--- src/rtl/uart_pkg.sv ---
// uart_pkg: shared FSM encoding, receive-buffer bit positions and divisor floor for the UART receiver
// Contents:
//   rx_state_e  - receiver FSM state encoding
//   RXB_*       - bit positions of the status flags inside uart_rxbuf
//   MIN_DIV     - smallest usable baud divisor; smaller programmed values are raised to this
package uart_pkg;

  typedef enum logic [2:0] {
    ST_IDLE   = 3'd0,
    ST_START  = 3'd1,
    ST_DATA   = 3'd2,
    ST_PARITY = 3'd3,
    ST_STOP   = 3'd4
  } rx_state_e;

  localparam int RXB_DONE = 8;
  localparam int RXB_FE   = 9;
  localparam int RXB_OVR  = 10;
  localparam int RXB_PE   = 11;

  localparam int MIN_DIV = 3;

endpackage

--- src/rtl/uart_rx_baudgen.sv ---
// uart_rx_baudgen: bit-period counter producing mid-bit and end-of-bit ticks
// Ports:
//   sys_clk, sys_rstn - clock and asynchronous active-low reset
//   clear             - hold the counter at zero (restarts the bit period)
//   divisor           - bit period is divisor+1 cycles
//   half_tick         - counter has reached divisor>>1 (mid start bit)
//   full_tick         - counter has reached divisor (one full bit period elapsed)
module uart_rx_baudgen #(
  parameter int BAUD_W = 16
) (
  input  logic              sys_clk,
  input  logic              sys_rstn,
  input  logic              clear,
  input  logic [BAUD_W-1:0] divisor,
  output logic              half_tick,
  output logic              full_tick
);

  logic [BAUD_W-1:0] cnt_q, cnt_d;

  // >= rather than == so a divisor lowered mid-frame cannot strand the counter
  always_comb begin
    half_tick = cnt_q == (divisor >> 1);
    full_tick = cnt_q >= divisor;
    cnt_d     = (clear || full_tick) ? '0 : cnt_q + BAUD_W'(1);
  end

  always_ff @(posedge sys_clk or negedge sys_rstn) begin
    if (!sys_rstn) cnt_q <= '0;
    else           cnt_q <= cnt_d;
  end

endmodule

--- src/rtl/uart_rx_core.sv ---
// uart_rx_core: 8N1 UART receiver with status flags and optional even parity (UART_RX_PARITY_EN)
// Ports:
//   sys_clk, sys_rstn - clock and asynchronous active-low reset
//   uart_rx           - serial line, idle high, asynchronous to sys_clk
//   uart_en           - receiver enable; low aborts any frame in progress
//   uart_baud         - bit period is uart_baud+1 cycles (values below 3 act as 3)
//   uart_rxbuf_rd     - one-cycle strobe clearing done/framing/overrun/parity flags
//   uart_rxbuf        - {4'b0, parity err, overrun, framing err, done, data[7:0]}
//   uart_rx_int       - level interrupt, mirrors the done flag
// Build option: define UART_RX_PARITY_EN to receive an even-parity bit after the data bits.
module uart_rx_core
  import uart_pkg::*;
#(
  parameter int DATA_W = 8,
  parameter int BAUD_W = 16
) (
  input  logic              sys_clk,
  input  logic              sys_rstn,
  input  logic              uart_rx,
  input  logic              uart_en,
  input  logic [BAUD_W-1:0] uart_baud,
  input  logic              uart_rxbuf_rd,
  output logic [15:0]       uart_rxbuf,
  output logic              uart_rx_int
);

  localparam int BC_W = $clog2(DATA_W);

`ifdef UART_RX_PARITY_EN
  localparam rx_state_e AFTER_DATA = ST_PARITY;
`else
  localparam rx_state_e AFTER_DATA = ST_STOP;
`endif

  rx_state_e         state_q, state_d;
  logic              rx_s1_q, rx_s1_d, rx_s2_q, rx_s2_d, rx_prev_q, rx_prev_d;
  logic [BC_W-1:0]   bit_cnt_q, bit_cnt_d;
  logic [DATA_W-1:0] shreg_q, shreg_d;
  logic              cmp_q, cmp_d, cmp_fe_q, cmp_fe_d;
  logic [7:0]        data_q, data_d;
  logic              done_q, done_d, fe_q, fe_d, ovr_q, ovr_d;
  logic              pe_flag;
  logic [BAUD_W-1:0] div;
  logic              rx, fall, half_tick, full_tick;
  logic              baud_clear, shift_en, stop_smp;
`ifdef UART_RX_PARITY_EN
  logic              pbit_q, pbit_d, pe_q, pe_d, par_smp;
`endif

  assign rx   = rx_s2_q;
  assign fall = rx_prev_q & ~rx_s2_q;
  assign div  = (uart_baud < BAUD_W'(MIN_DIV)) ? BAUD_W'(MIN_DIV) : uart_baud;

  uart_rx_baudgen #(.BAUD_W(BAUD_W)) u_baudgen (
    .sys_clk   (sys_clk),
    .sys_rstn  (sys_rstn),
    .clear     (baud_clear),
    .divisor   (div),
    .half_tick (half_tick),
    .full_tick (full_tick)
  );

  always_ff @(posedge sys_clk or negedge sys_rstn) begin
    if (!sys_rstn) state_q <= ST_IDLE;
    else           state_q <= state_d;
  end

  always_comb begin
    state_d = state_q;
    case (state_q)
      ST_IDLE:   state_d = fall ? ST_START : ST_IDLE;
      ST_START:  state_d = !half_tick ? ST_START : rx ? ST_IDLE : ST_DATA;
      ST_DATA:   state_d = (full_tick && bit_cnt_q == BC_W'(DATA_W - 1)) ? AFTER_DATA : ST_DATA;
`ifdef UART_RX_PARITY_EN
      ST_PARITY: state_d = full_tick ? ST_STOP : ST_PARITY;
`endif
      ST_STOP:   state_d = full_tick ? ST_IDLE : ST_STOP;
      default:   state_d = ST_IDLE;
    endcase
    if (!uart_en) state_d = ST_IDLE;
  end

  // Counter restarts on leaving START so DATA samples land mid-bit
  always_comb begin
    baud_clear = !uart_en || state_q == ST_IDLE || (state_q == ST_START && half_tick);
    shift_en   = uart_en && state_q == ST_DATA && full_tick;
    stop_smp   = uart_en && state_q == ST_STOP && full_tick;
`ifdef UART_RX_PARITY_EN
    par_smp    = uart_en && state_q == ST_PARITY && full_tick;
`endif
  end

  // Completion is registered (cmp_q) so the buffer updates one cycle after the stop sample;
  // a coincident read loses to the completion, and overrun only arises without a read.
  always_comb begin
    rx_s1_d   = uart_rx;
    rx_s2_d   = rx_s1_q;
    rx_prev_d = rx_s2_q;
    bit_cnt_d = (!uart_en || state_q == ST_IDLE) ? '0 : shift_en ? bit_cnt_q + BC_W'(1) : bit_cnt_q;
    shreg_d   = shift_en ? {rx, shreg_q[DATA_W-1:1]} : shreg_q;
    cmp_d     = stop_smp;
    cmp_fe_d  = stop_smp & ~rx;
    data_d    = cmp_q ? shreg_q : data_q;
    done_d    = cmp_q | (done_q & ~uart_rxbuf_rd);
    fe_d      = (fe_q & ~uart_rxbuf_rd) | (cmp_q & cmp_fe_q);
    ovr_d     = ~uart_rxbuf_rd & (ovr_q | (cmp_q & done_q));
  end

`ifdef UART_RX_PARITY_EN
  // Even parity: data bits plus parity bit must hold an even number of ones
  always_comb begin
    pbit_d = par_smp ? rx : pbit_q;
    pe_d   = (pe_q & ~uart_rxbuf_rd) | (cmp_q & (^shreg_q ^ pbit_q));
  end

  always_ff @(posedge sys_clk or negedge sys_rstn) begin
    if (!sys_rstn) begin
      pbit_q <= 1'b0;
      pe_q   <= 1'b0;
    end else begin
      pbit_q <= pbit_d;
      pe_q   <= pe_d;
    end
  end

  assign pe_flag = pe_q;
`else
  assign pe_flag = 1'b0;
`endif

  always_ff @(posedge sys_clk or negedge sys_rstn) begin
    if (!sys_rstn) begin
      rx_s1_q   <= 1'b1;
      rx_s2_q   <= 1'b1;
      rx_prev_q <= 1'b1;
      bit_cnt_q <= '0;
      shreg_q   <= '0;
      cmp_q     <= 1'b0;
      cmp_fe_q  <= 1'b0;
      data_q    <= '0;
      done_q    <= 1'b0;
      fe_q      <= 1'b0;
      ovr_q     <= 1'b0;
    end else begin
      rx_s1_q   <= rx_s1_d;
      rx_s2_q   <= rx_s2_d;
      rx_prev_q <= rx_prev_d;
      bit_cnt_q <= bit_cnt_d;
      shreg_q   <= shreg_d;
      cmp_q     <= cmp_d;
      cmp_fe_q  <= cmp_fe_d;
      data_q    <= data_d;
      done_q    <= done_d;
      fe_q      <= fe_d;
      ovr_q     <= ovr_d;
    end
  end

  always_comb begin
    uart_rxbuf           = '0;
    uart_rxbuf[7:0]      = data_q;
    uart_rxbuf[RXB_DONE] = done_q;
    uart_rxbuf[RXB_FE]   = fe_q;
    uart_rxbuf[RXB_OVR]  = ovr_q;
    uart_rxbuf[RXB_PE]   = pe_flag;
    uart_rx_int          = done_q;
  end

endmodule

--- config.mk ---
export PLATFORM = sky130hd
export DESIGN_NAME = uart_rx_core
export DESIGN_NICKNAME = d
export VERILOG_FILES = /design/src/rtl/uart_pkg.sv /design/src/rtl/uart_rx_baudgen.sv /design/src/rtl/uart_rx_core.sv
export SDC_FILE = /design/constraint.sdc
export NUM_CORES = 1
export LEC_CHECK = 0
export BUFFER_PORTS_ARGS = -buffer_cell sky130_fd_sc_hd__buf_2
export CAP_MARGIN = 10
export CELL_PAD_IN_SITES_DETAIL_PLACEMENT = 1
export CELL_PAD_IN_SITES_GLOBAL_PLACEMENT = 2
export CORE_ASPECT_RATIO = 0.7
export CORE_UTILIZATION = 39
export DETAILED_ROUTE_END_ITERATION = 7
export PLACE_DENSITY = 0.82
export SYNTH_ARGS = -nofsm -noshare
export SYNTH_HDL_FRONTEND = slang
export SYNTH_SLANG_ARGS = --single-unit
--- constraint.sdc ---
create_clock -name sys_clk -period 4.3 [get_ports sys_clk]
set_input_delay 0.645 -clock sys_clk [delete_from_list [all_inputs] [get_ports sys_clk]]
set_output_delay 0.645 -clock sys_clk [all_outputs]
set_load 0.01 [all_outputs]
After elaboration in Yosys (flattened, before gate mapping)
Index checks and enable logic that the tools add are counted.
Widths: inputs -> output; s select.
- bits of input ports: 21
- output and inout bits: 17
- flip-flop bits (word level): 46
- word-level logic and storage cells: 57
- eq/ne operators: 5
- bitwise gates (word level): 12
- reduce and logical (&&, ||, !) cells: 12
- $add $sub $neg: 2
- muxes and demuxes: 11
- $lt $le $gt $ge: 2
- operators with widths (kind ; number):
    $mux 16 ; 2
    $add 16x1->16 const B ; 1
    $eq 16x15->1 ; 1
    $ge 16x16->1 ; 1
    $lt 16x2->1 const B ; 1
    $mux 3 ; 5
    $pmux 3 s4 ; 1
    $and 1x1->1 ; 7
    $eq 3x3->1 const B ; 2
    $logic_and 1x1->1 ; 6
    $mux 2 ; 2
    $add 3x1->3 const B ; 1
    $eq 3x1->1 const B ; 1
    $eq 3x2->1 const B ; 1
    $logic_not 3->1 ; 1
    $logic_or 1x1->1 ; 3
    $or 1x1->1 ; 3
    $not 1->1 ; 2
    $reduce_bool 2->1 ; 1
    $logic_not 1->1 ; 1
    $mux 1 ; 1

Depth between registers and ports, before layout
- depth after elaboration: 7
- mapped depth: 10
- mapped depth without buffers: 9

Hierarchy
A second synthesis with hierarchy kept.
- cell total of the unflattened synthesis: 260
- area total of the unflattened synthesis: 2652.5 um^2
- modules (own cells, without submodules) (module ; area an instance (um^2) ; instances ; sequential area each (um^2) ; cells an instance):
    uart_rx_core ; 1345.0 ; 1 ; 754.5 ; 109
    uart_rx_baudgen ; 1307.5 ; 1 ; 400.4 ; 151

Worst setup path before layout
No wires, ideal clock.
- kind: input -> register
- start: in uart_baud[14]
- end: reg shreg_q[0]
- path buffers: 1
- setup slack: 1.386 ns
- required time: 4.175 ns
- arrival time: 2.790 ns
- library setup time: 0.125 ns
- stages on the path: 10
- path through: nor4_2 -> a41oi_1 -> ha_1 -> o211ai_1 -> a21oi_1 -> a2111oi_2 -> o21ai_1 -> nand2_1 -> buf_2 -> mux2_2
- word-level cells in the longest chain between the ends: 4
- ends and longest elaborated chain (item ; line ; RTL):
    from (decl) ; uart_rx_core.sv:21 ; input logic [BAUD_W-1:0] uart_baud,
    $lt 16x2->1 ; uart_rx_core.sv:52 ; assign div = (uart_baud < BAUD_W'(MIN_DIV)) ? BAUD_W'(MIN_DIV) : uart_baud;
    $mux 16 (*) ; uart_rx_core.sv:52 ;
    $ge 16x16->1 (*) ; uart_rx_baudgen.sv:24 ; full_tick = cnt_q >= divisor;
    $logic_and 1x1->1 (*) ; uart_rx_core.sv:86 ; shift_en = uart_en && state_q == ST_DATA && full_tick;
    to (signal assigned) ; uart_rx_core.sv:149 ; shreg_q <= shreg_d;
    to (decl) ; uart_rx_core.sv:38 ; logic [DATA_W-1:0] shreg_q, shreg_d;
Mark *: on every way between the ends. The rest lies on a longest branch, timed or not.
A chain may end at the register's enable or synchronous reset.

Final worst setup path
- start: in uart_baud[7]
- end: reg shreg_q[7]
Same word-level chain as after synthesis.

==> impl_metrics.prom <==
# TYPE chip_impl_metric gauge
chip_impl_metric{name="yosysUniqueCellTypes",unit=""} 41
chip_impl_metric{name="worst_supply_voltage_drop_on_vdd",unit="uV"} 112
chip_impl_metric{name="avgViaCountPerCell",unit=""} 5.08
chip_impl_metric{name="syn_to_final_growth",unit="%"} 10.9
chip_impl_metric{name="rows",unit=""} 24
chip_impl_metric{name="seq_total_area_yosys",unit=""} 0.450
chip_impl_info{name="netlist.top_cell.by_area",value="dfrtp_1"} 1
chip_impl_metric{name="ctsHoldBuffers",unit=""} 0
chip_impl_metric{name="critical_path_required",unit="ps"} 4490
chip_impl_metric{name="final.setup.tns",unit="ps"} 0
chip_impl_metric{name="numClockSinks",unit=""} 46
chip_impl_metric{name="max-cap-violations",unit=""} 0
chip_impl_metric{name="yosys_warnings",unit=""} 0
chip_impl_metric{name="timing_max_transition_violations_final",unit=""} 0
chip_impl_info{name="path_class",value="in2reg"} 1
chip_impl_metric{name="antenna_cells_inserted",unit=""} 0
chip_impl_metric{name="min_period_over_period",unit=""} 0.742
chip_impl_info{name="grt_setup_unrepaired",value="false"} 1
chip_impl_metric{name="final_wl",unit="microns"} 5460
chip_impl_metric{name="ff_latch_area",unit="sq um"} 1150
chip_impl_metric{name="dieArea",unit="sq um"} 6920
chip_impl_metric{name="max_slew_margin",unit=""} 0.321
chip_impl_metric{name="p_leak",unit="uW"} 0.00148
chip_impl_metric{name="worstPathArrival",unit="ps"} 3370
chip_impl_info{name="status",value="completed"} 1
chip_impl_metric{name="maxClockFrequency",unit="MHz"} 314
chip_impl_metric{name="drt_initial_violations",unit=""} 39
chip_impl_metric{name="dr_total_vias",unit=""} 1778
chip_impl_metric{name="die_height",unit="microns"} 69.9
chip_impl_metric{name="cts.htree.levels",unit=""} 2
chip_impl_metric{name="clk-insertion-delay-late",unit="ps"} 300
chip_impl_metric{name="final.setup_skew",unit="ps"} 4.19
chip_impl_info{name="slowest_stage",value="nand2_1"} 1
chip_impl_metric{name="numPortBuffers",unit=""} 32
chip_impl_info{name="kind_of_cell_with_the_highest_combined_delay_on_the_critical_path",value="compound AO/OA/AOI/OAI gates"} 1
chip_impl_metric{name="number_of_hold_slack_violations_in_the_final_timing_report",unit=""} 0
chip_impl_metric{name="period_needed",unit="ps"} 3190
chip_impl_metric{name="multi_input_gate_area",unit="sq um"} 1270
chip_impl_metric{name="post_cts.resized_instances",unit=""} 0
chip_impl_metric{name="synth_seq_cells",unit=""} 46
chip_impl_metric{name="pwr_density_cell",unit="nW/um^2"} 266
chip_impl_metric{name="dpl-instance-area",unit="sq um"} 2760
chip_impl_metric{name="globalRouteOverflowTotal",unit=""} 0
chip_impl_info{name="timing.critical_path.from_type",value="input port"} 1
chip_impl_metric{name="cts.clk_slew.worst_paths",unit="ps"} 80
chip_impl_metric{name="finalSetupViolCount",unit=""} 0
chip_impl_metric{name="synth_top_cell_area_share",unit=""} 0.419
chip_impl_metric{name="place_congestion",unit=""} 0.769
chip_impl_metric{name="synth.cell_area",unit="sq um"} 2570
chip_impl_metric{name="layout.cell_area.non_filler",unit="sq um"} 2850
chip_impl_metric{name="drt.antenna.violating_nets",unit=""} 0
chip_impl_metric{name="crit_buf_inv",unit=""} 1
chip_impl_metric{name="drive_gt1_frac",unit=""} 0.235
chip_impl_metric{name="synthesis.area_per_instance",unit="sq um"} 10.7
chip_impl_metric{name="hpwl",unit="microns"} 4240
chip_impl_metric{name="initial_core_util",unit=""} 0.409
chip_impl_metric{name="gr-usage-all-layers",unit=""} 0.175
chip_impl_info{name="final_common_cell",value="dfrtp_1"} 1
chip_impl_metric{name="io-pin-count",unit=""} 38
chip_impl_metric{name="synth_cells",unit=""} 240
chip_impl_metric{name="antenna_found_initial",unit=""} 0
chip_impl_metric{name="floorplan.core_area",unit="sq um"} 6280
chip_impl_metric{name="critPathMaxFanout",unit=""} 11
chip_impl_info{name="hold_class",value="reg2reg"} 1
chip_impl_metric{name="avgRoutedWirePerCell",unit="microns"} 15.6
chip_impl_metric{name="grt_start_max_net_pins",unit=""} 47
chip_impl_metric{name="first_global_vias",unit=""} 1809
chip_impl_metric{name="grt_first_pass_wirelength",unit="microns"} 9280
chip_impl_metric{name="route.detailed.drc",unit=""} 0
chip_impl_metric{name="drt-pass1-iter-count",unit=""} 4
chip_impl_info{name="timing.critical_path.cells",value="buf_2 > nor4_2 > a41oi_1 > ha_1 > o211ai_1 > a21oi_1 > a2111oi_2 > o21ai_1 > nand2_1 > mux2_2"} 1
chip_impl_metric{name="num-fill-cells",unit=""} 718
chip_impl_metric{name="post-cts-setup-buffer-count",unit=""} 0
chip_impl_info{name="layout.cells.most_common_list",value="dfrtp_1 (43), buf_2 (32), nor2_1 (24)"} 1
chip_impl_info{name="critPathCaptureType",value="flop"} 1
chip_impl_metric{name="cts_inserted_buffers",unit=""} 5
chip_impl_metric{name="worstMarginPinSlew",unit="ps"} 1020
chip_impl_info{name="yosys-top-cells-area",value="dfrtp_1 (42%), ha_1 (9.3%), xor2_1 (7.2%)"} 1
chip_impl_metric{name="critical_path.max_stage_delay",unit="ps"} 420
chip_impl_info{name="tritoncts",value="built"} 1
chip_impl_metric{name="cts_buffer_depth",unit=""} 2
chip_impl_info{name="clock_tree.root_cell",value="clkbuf_8"} 1
chip_impl_metric{name="final_net_count",unit=""} 311
chip_impl_metric{name="die_width",unit="microns"} 99.0
-- cells by family after synthesis --
kind of cell	after synthesis	share of synthesized area
adders and majority gates	19	0.0926
and+or+nand+nor	68	0.141
muxes	17	0.0741
AOI/OAI and AO/OA	29	0.0814
DFF	46	0.450
xor gates and xnor gates	29	0.0989
buffers and inverters	31	0.0604
other	1	0.00146
-- report_power, final --
group	leakage (uW)	switching [uW]	internal (uW)
Sequential	0.000631	3.28	436
Clock	0.0000441	149	114
Combinational	0.000805	35.8	20.3
Total	0.00148	188	570
-- layer usage --
metal | track usage | vias to the layer above | wire length, microns
li1 | - | 881 | -
met1 | 0.269 | 871 | 3050
met2 | 0.244 | 22 | 2210
met3 | 0.0430 | 4 | 148
met4 | 0.0448 | 0 | 50
met5 | 0 | - | 0
-- path summary, 6_finish.rpt --
path	from	end	slack, ps	depth (start not counted)
worst max-delay path	uart_baud[7]	shreg_q[7]	1110	10
worst min-delay path	rx_s1_q	rx	360	0
max in group asynchronous	sys_rstn	bit_cnt_q[0]	3150	1
min in group asynchronous	sys_rstn	ovr_q	510	1
worst max register to register	u_baudgen.cnt_q[7]	shreg_q[7]	1680	6
worst min register to register	rx_s1_q	rx	360	0
-- cell usage after synthesis (all sizes together) --
master / count
and3: 3
conb: 1
a41o: 1
dfrtp: 43
a32o: 2
xnor2: 8
o211ai: 2
dfstp: 3
nand4bb: 1
clkbuf: 2
a22o: 2
nand4: 7
nor2: 24
nor3b: 1
o21a: 1
o21ai: 5
ha: 19
a2111oi: 1
inv: 19
mux2i: 1
a41oi: 1
o31ai: 1
and4: 2
o31a: 1
nor3: 4
a21oi: 8
xor2: 21
nand2: 9
nor4bb: 1
a21o: 2
mux2: 16
nor4: 5
and2: 4
buf: 10
a211o: 2
nand3: 7
-- stage by stage --
| stage | cells | utilization | total power [uW] | worst slack [ps] | hold slack [ps] |
|---|---|---|---|---|---|
| floorplan | 244 | - | 477 | 1390 | 345 |
| global placement | 342 | 0.439 | 504 | 844 | 346 |
| detailed placement | 342 | 0.439 | 505 | 785 | 347 |
| CTS | 350 | 0.454 | 771 | 1090 | 360 |
| global route | 350 | 0.454 | 796 | 906 | 362 |
| finish | 350 | 0.454 | 759 | 1110 | 358 |
-- cell type report --
class                      count  share of cell area
clock inverter                 3             0.00747
multi-input combinational    167               0.447
inverter                      19              0.0251
tap                           78              0.0343
timing repair buffer          32              0.0563
clock buffer                   5              0.0242
sequential                    46               0.406
-- flip-flops by register name, indices dropped and copies added, names as in the netlist --
name             count
shreg_q              8
rx_s1_q              1
u_baudgen.cnt_q     16
rx_prev_q            1
fe_q                 1
rx                   1
cmp_fe_q             1
data_q               8
bit_cnt_q            3
cmp_q                1
state_q              3
ovr_q                1
uart_rx_int          1
Note: power is estimated with default switching activity, not from simulation.
